File: src/rtl/stream_cipher_pipe.sv
// LFSR stream cipher: XORs each accepted word with a Galois-LFSR keystream word
// (OFB or CFB feedback) and holds the result in a single backpressured output register.
module stream_cipher_pipe #(
  parameter int                DATA_W = 8,
  parameter int                LFSR_W = 16,
  parameter logic [LFSR_W-1:0] TAPS   = 16'hB400,
  parameter logic [LFSR_W-1:0] SEED   = 16'hACE1,
  parameter int                CNT_W  = 16
) (
  input  logic              clk,
  input  logic              rst_n,
  input  logic              ena,
  input  logic              key_load,
  input  logic [LFSR_W-1:0] key_in,
  input  logic              mode,
  input  logic              dir,
  input  logic              in_valid,
  output logic              in_ready,
  input  logic [DATA_W-1:0] in_data,
  output logic              out_valid,
  input  logic              out_ready,
  output logic [DATA_W-1:0] out_data,
  output logic [CNT_W-1:0]  word_count
);

  typedef struct packed {
    logic [LFSR_W-1:0] lfsr;
    logic [DATA_W-1:0] data;
    logic              vld;
    logic [CNT_W-1:0]  cnt;
  } state_t;

  state_t st_q, st_d;

  logic              accept, pop, do_load;
  logic [DATA_W-1:0] ks, word;
  logic [DATA_W-1:0] fb;
  logic [LFSR_W-1:0] stepped, nxt_lfsr, load_lfsr;

  function automatic logic [LFSR_W-1:0] lfsr_step(input logic [LFSR_W-1:0] s);
    return (s >> 1) ^ (s[0] ? TAPS : '0);
  endfunction

  // An all-zero LFSR state would lock up; SEED stands in for it everywhere.
  function automatic logic [LFSR_W-1:0] nz_guard(input logic [LFSR_W-1:0] s);
    return (s == '0) ? SEED : s;
  endfunction

  assign do_load  = ena && key_load;
  assign in_ready = ena && !key_load && (!st_q.vld || out_ready);
  assign accept   = in_valid && in_ready;
  assign pop      = ena && st_q.vld && out_ready;

  assign ks        = st_q.lfsr[DATA_W-1:0];
  assign word      = in_data ^ ks;
  // CFB feeds back the ciphertext side: our output when encrypting, our input when decrypting.
  assign fb        = dir ? word : in_data;
  assign stepped   = lfsr_step(st_q.lfsr);
  assign nxt_lfsr  = nz_guard(stepped ^ (mode ? LFSR_W'(fb) : '0));
  assign load_lfsr = nz_guard(key_in);

  always_comb begin
    st_d = st_q;
    if (do_load) begin
      st_d.lfsr = load_lfsr;
      st_d.cnt  = '0;
      st_d.vld  = 1'b0;
    end else if (accept) begin
      st_d.lfsr = nxt_lfsr;
      st_d.data = word;
      st_d.vld  = 1'b1;
      st_d.cnt  = st_q.cnt + 1'b1;
    end else if (pop) begin
      st_d.vld  = 1'b0;
    end
  end

  always_ff @(posedge clk or negedge rst_n) begin
    if (!rst_n) begin
      st_q.lfsr <= SEED;
      st_q.data <= '0;
      st_q.vld  <= 1'b0;
      st_q.cnt  <= '0;
    end else begin
      st_q <= st_d;
    end
  end

  assign out_valid  = st_q.vld;
  assign out_data   = st_q.data;
  assign word_count = st_q.cnt;

endmodule

File: config.mk
export PLATFORM = sky130hd
export DESIGN_NAME = stream_cipher_pipe
export DESIGN_NICKNAME = d
export VERILOG_FILES = /design/src/rtl/stream_cipher_pipe.sv
export SDC_FILE = /design/constraint.sdc
export NUM_CORES = 1
export LEC_CHECK = 0
export CAP_MARGIN = 10
export CELL_PAD_IN_SITES_DETAIL_PLACEMENT = 0
export CELL_PAD_IN_SITES_GLOBAL_PLACEMENT = 2
export CORE_UTILIZATION = 33
export DETAILED_ROUTE_END_ITERATION = 6
export PLACE_DENSITY = 0.95
export SLEW_MARGIN = 20
export SYNTH_ARGS = -nofsm -noshare
export SYNTH_HDL_FRONTEND = slang
export SYNTH_SLANG_ARGS = --single-unit
export TNS_END_PERCENT = 100
File: constraint.sdc
create_clock -name clk -period 4.9 [get_ports clk]
set_input_delay 0.49 -clock clk [delete_from_list [all_inputs] [get_ports clk]]
set_output_delay 0.49 -clock clk [all_outputs]
set_load 0.02 [all_outputs]
After elaboration in Yosys (flattened, before gate mapping)
Cells that the tools add are included.
{ "totals": {"wordCells": 34, "output_inout_bits": 26, "regBits": 41} }
{ "classes": {"bitwise": 4, "mux": 11, "n_addsub": 1, "n_reduce_logical": 14} }
{ "op_table": {"columns": ["cell", "count"], "rows": [
  ["2-to-1 mux 16 bit", 5],
  ["zero test 16 bit", 2],
  ["2-to-1 mux 24 bit", 1],
  ["2-to-1 mux 17 bit", 1],
  ["adder 16 x 1 -> 16 bit (second input constant)", 1],
  ["2-to-1 mux 8 bit", 2],
  ["XOR 15 x 16 -> 16 bit", 1],
  ["XOR 16 x 8 -> 16 bit", 1],
  ["XOR 8 bit", 1],
  ["logical AND 1 bit", 6],
  ["nonzero test 3 bit", 1],
  ["zero test 1 bit", 2],
  ["2-to-1 mux 1 bit", 2],
  ["AND reduction 2 bit", 1],
  ["nonzero test 2 bit", 1],
  ["logical OR 1 bit", 1],
  ["inverter 1 bit", 1]
]} }

Logic depth before layout (Yosys ltp)
{ "logic_depth": {"depth_word": 8, "mapped_depth": 7, "ltp_nobuf": 5} }

Least setup slack after synthesis
OpenSTA, ideal clock, no wires.
{ "synth_path": {"kind": "input to register", "startpoint": "input dir", "endpoint": "register st_q, in the netlist ks[0]", "arrival_time_ns": 1.581, "path_stages": 6, "setup_time_ns": 0.075, "slack_ns": 3.243, "required_ns": 4.825, "path_cell_list": "buf_6 > and2_0 > o211a_1 > nor4_2 > nand4_2 > o21bai_1"} }
{ "synth_via": {"elab_chain_cells": 7} }
{ "synth_rtl": {"columns": ["element", "line_no", "source"], "rows": [
  ["start: declaration", "16", "input logic dir,"],
  ["2-to-1 mux 8 bit *", "57", "assign fb = dir ? word : in_data;"],
  ["2-to-1 mux 8 bit *", "59", "assign nxt_lfsr = nz_guard(stepped ^ (mode ? LFSR_W'(fb) : '0));"],
  ["XOR 16 x 8 -> 16 bit *", "59", null],
  ["zero test 16 bit", "46", "return (s == '0) ? SEED : s;"],
  ["2-to-1 mux 16 bit *", "46", null],
  ["2-to-1 mux 24 bit *", "68", "end else if (accept) begin"],
  ["2-to-1 mux 16 bit *", "64", "if (do_load) begin"],
  ["end signal: assignment", "85", "st_q <= st_d;"],
  ["end: declaration", "33", "state_t st_q, st_d;"]
]} }
Mark *: on every way between the ends. The rest lies on a longest branch, timed or not. The select of a mux whose other input is x is not followed.
A chain may end at the register's enable or synchronous reset.

Final worst setup path
{ "layout_path": {"startpoint": "input ena", "endpoint": "output in_ready"} }
{ "layout_via": {"elab_chain_cells": 2} }
{ "layout_rtl": {"columns": ["element", "line_no", "source"], "rows": [
  ["start: declaration", "12", "input logic ena,"],
  ["logical AND 1 bit (2 in series)", "50", "assign in_ready = ena && !key_load && (!st_q.vld || out_ready);"],
  ["end: declaration", "18", "output logic in_ready,"]
]} }
No other way between the ends.

==> reports/summary.log <==
qor: die.fp-row-count 32
qor: worst_setup_path.reg2reg_to ks[0]$_DFFE_PN1P_
qor: finish.nets 349
qor: worst_setup_path.crit_path_max_incr_delay 0.60 ns
qor: sta.timing.final.setup_violations 0
qor: clocking.cts.path.max_buffers 2
qor: worst_setup_path.critPathSlowestCell sky130_fd_sc_hd__clkdlybuf4s50_1
qor: clocking.post_cts.resized_instances 0
qor: die.std_cell_core_area 7770 um^2
qor: sta.fin_ws 2.43 ns
qor: power.ir_worst_vdd 0.0948 mV
qor: synth.yosys.cell_count.top_type sky130_fd_sc_hd__dfrtp_1
qor: sta.layout_worst_path_cycle_share 50.4%
qor: drt.post_drt_wl_per_cell 14.6 um
qor: min_path.worstHoldPathType input pin to asynchronous set/reset pin
qor: sta.grt_setup_unrepaired no
qor: drt.dr.pass1.iters 4
qor: clocking.cts.hold.buffers_added 0
qor: grt.grt_pass1_vias 2063
qor: finish.antenna_cells_inserted 0
qor: run.max_cap_violations 0
qor: grt.grt_remaining_overflow 0
qor: finish.ratio_of_cells_with_drive_above_1_in_the_final_layout 11.7%
qor: sta.max_freq 405 MHz
qor: sta.final_max_slew_viols 0
qor: synth.synth_top_area_share 31.0%
qor: synth.ys_async_sr_fraction 100%
qor: synth.synth.cell_area 2660 um^2
qor: worst_setup_path.ff2ff_setup_slack 2.98 ns
qor: die.die-height 91.8 um
qor: worst_setup_path.timing.critical_path.required 4.41 ns
qor: sta.finalHoldViolCount 0
qor: sta.setup_total_negative_slack 0 ns
qor: clocking.clock_buffer_count_from_cts 5
qor: worst_setup_path.cp_num_buf_inv 2
qor: synth.commonest_cells_in_the_netlist 33 x sky130_fd_sc_hd__dfrtp_1, 32 x sky130_fd_sc_hd__nand2_1, 24 x sky130_fd_sc_hd__buf_4
qor: clocking.clk-insertion-delay-late 0.30 ns
qor: run_status.outcome finished, final reports clean
qor: drt.detailedRoute.firstIterationViolations 99
qor: drt.totalWireLength 6110 um
qor: placed_design.globalplace.congestion 0.785
qor: finish.layout_area_overhead 20.5%
qor: clocking.h_tree_lvls 2
qor: drt.route.vias.total 2110
qor: clocking.cts_tree built
qor: sta.clock-skew-final 0.0108 ns
qor: synth.yosysTopAreaCell sky130_fd_sc_hd__dfrtp_1
qor: worst_setup_path.critPathArrivalTime 1.98 ns
qor: worst_setup_path.start_to_end_type_of_the_worst_setup_path input pin to output port
qor: synth.net_count_after_synthesis 323
qor: grt.grt_antenna_before_repair 0
qor: synth.synth_top_flop_cell sky130_fd_sc_hd__dfrtp_1
qor: worst_setup_path.worstRegToRegCells 5
qor: grt.grt_usage 15.7%
qor: die.fp.dieArea 8430 um^2
qor: worst_setup_path.chain_of_cells_forming_the_critical_path clkdlybuf4s50_1, and2b_2, and2_1, clkdlybuf4s50_1
qor: grt.grt_first_pass_wirelength 10300 um
qor: grt.grt_max_degree 42
qor: clocking.clk_root_buffer_cell sky130_fd_sc_hd__clkbuf_8
qor: drt.antenna_violating_nets_post_route 0
qor: worst_setup_path.cell_type_group_with_the_largest_total_delay_on_the_critical_path buffers and inverters
qor: placed_design.place_worst_setup_slack 2.25 ns
qor: synth.edff_count_synth 0
qor: die.die_width 91.8 um
qor: worst_setup_path.cp_common_cell sky130_fd_sc_hd__clkdlybuf4s50_1
qor: worst_setup_path.start_kind input pin
qor: synth.synth_area_per_cell 9.18 um^2
qor: synth.ys_warns 0
qor: worst_setup_path.path_depth 4
qor: power.cellPowerDensity 306 nW/um^2
qor: clocking.cts.sinks 41
qor: synth.synthesis.instances 290
qor: drt.route.detailed.vias_per_inst 5.04
qor: sta.tightest_slew 0.941 ns
qor: synth.synth_seq_cells 41
qor: worst_setup_path.crit_path_end_kind output port
qor: sta.fin_crit 2.47 ns
qor: clocking.cts_setup_buffers 0
qor: synth.synth.yosys.seq_area_share 38.9%
qor: placed_design.port_buffers 57
qor: sta.timing.slew.headroom 37.2%
qor: die.initial_core_utilization 34.3%
qor: die.io_pins 58
qor: drt.detail_route.drc_violations 0
qor: synth.synth_area_leaders sky130_fd_sc_hd__dfrtp_1 31%, sky130_fd_sc_hd__dfstp_2 7.9%, sky130_fd_sc_hd__buf_4 6.8%
qor: power.p_leak 0.00128 uW
qor: clocking.path_clk_slew 0.08 ns
qor: placed_design.post-dp-hpwl 4470 um
qor: worst_setup_path.timing.critical_path.fanout_max 5
qor: synth.number_of_different_library_cells_in_the_post_synthesis_netlist 53
qor: worst_setup_path.worstReg2RegStart out_valid$_DFFE_PN0P_
## cells in the final DEF, fill, tap and decap left out, types with 7 or more instances in the layout
cell type / count
sky130_fd_sc_hd__clkdlybuf4s50_1: 56
sky130_fd_sc_hd__dfrtp_1: 33
sky130_fd_sc_hd__nand2_1: 32
sky130_fd_sc_hd__o21ai_0: 21
sky130_fd_sc_hd__nor2_1: 20
sky130_fd_sc_hd__xnor2_1: 19
sky130_fd_sc_hd__a21oi_1: 12
sky130_fd_sc_hd__xor2_1: 9
sky130_fd_sc_hd__nor4_1: 9
sky130_fd_sc_hd__dfstp_2: 8
sky130_fd_sc_hd__a21boi_0: 7
sky130_fd_sc_hd__o21ai_1: 7
## registers in the layout (all words and copies together), names as in the netlist
| signal | flops |
|---|---|
| out_data | 8 |
| out_valid | 1 |
| st_q | 8 |
| ks | 8 |
| word_count | 16 |
## cell type report
cell class	instances	area (um^2)
Inverter	5	18.8
Timing Repair Buffer	58	573
Clock buffer	7	86.3
Fill cell	803	4560
Tap cell	102	128
Sequential cell	41	1040
Multi-Input combinational cell	205	1340
Clock inverter	1	30.0
## through the flow
stage	std cells	hold slack (ns)	total power, uW	utilization, %	cell area [um^2]
6_report	419	0.332	981	41.3	3210
2_1_floorplan	290	0.194	623	-	2660
3_3_place_gp	411	0.462	699	39.8	3090
4_1_cts	419	0.360	987	41.3	3210
3_5_place_dp	411	0.471	703	39.8	3090
5_1_grt	419	0.406	1030	41.3	3210
## report_power, final
part,switching (uW),internal (uW),total (uW),leakage (uW)
registers,50.0,393,443,0.000517
logic,124,128,252,0.000700
clock network,120,166,286,0.0000585
## worst max-delay path by stage
stage	from	to	slack, ns
after global routing	out_ready	in_ready	2.37
after global placement	dir	ks[0]$_DFFE_PN1P_	2.35
after detailed placement	dir	ks[0]$_DFFE_PN1P_	2.25
after CTS	ena	in_ready	2.43
final	ena	in_ready	2.43
after floorplan	dir	ks[0]$_DFFE_PN1P_	3.24
## logic make-up after synthesis
logic type	count (synthesis)	share of synthesized area, %
compound gates	75	18.5
xor+xnor	28	9.22
mux	3	1.13
fa+ha+maj	1	0.470
flops	41	38.9
buf+inv	44	10.9
simple gates	98	20.9
## metal layers
layer | part of all wire (%) | vias up | track usage (%)
li1 | - | 1051 | -
met1 | 50 | 1001 | 21.3
met2 | 45 | 51 | 25.2
met3 | 3.7 | 7 | 3.23
met4 | 1.4 | 0 | 5.08
met5 | 0 | - | 0
Note: power is estimated with default switching activity, not from simulation.
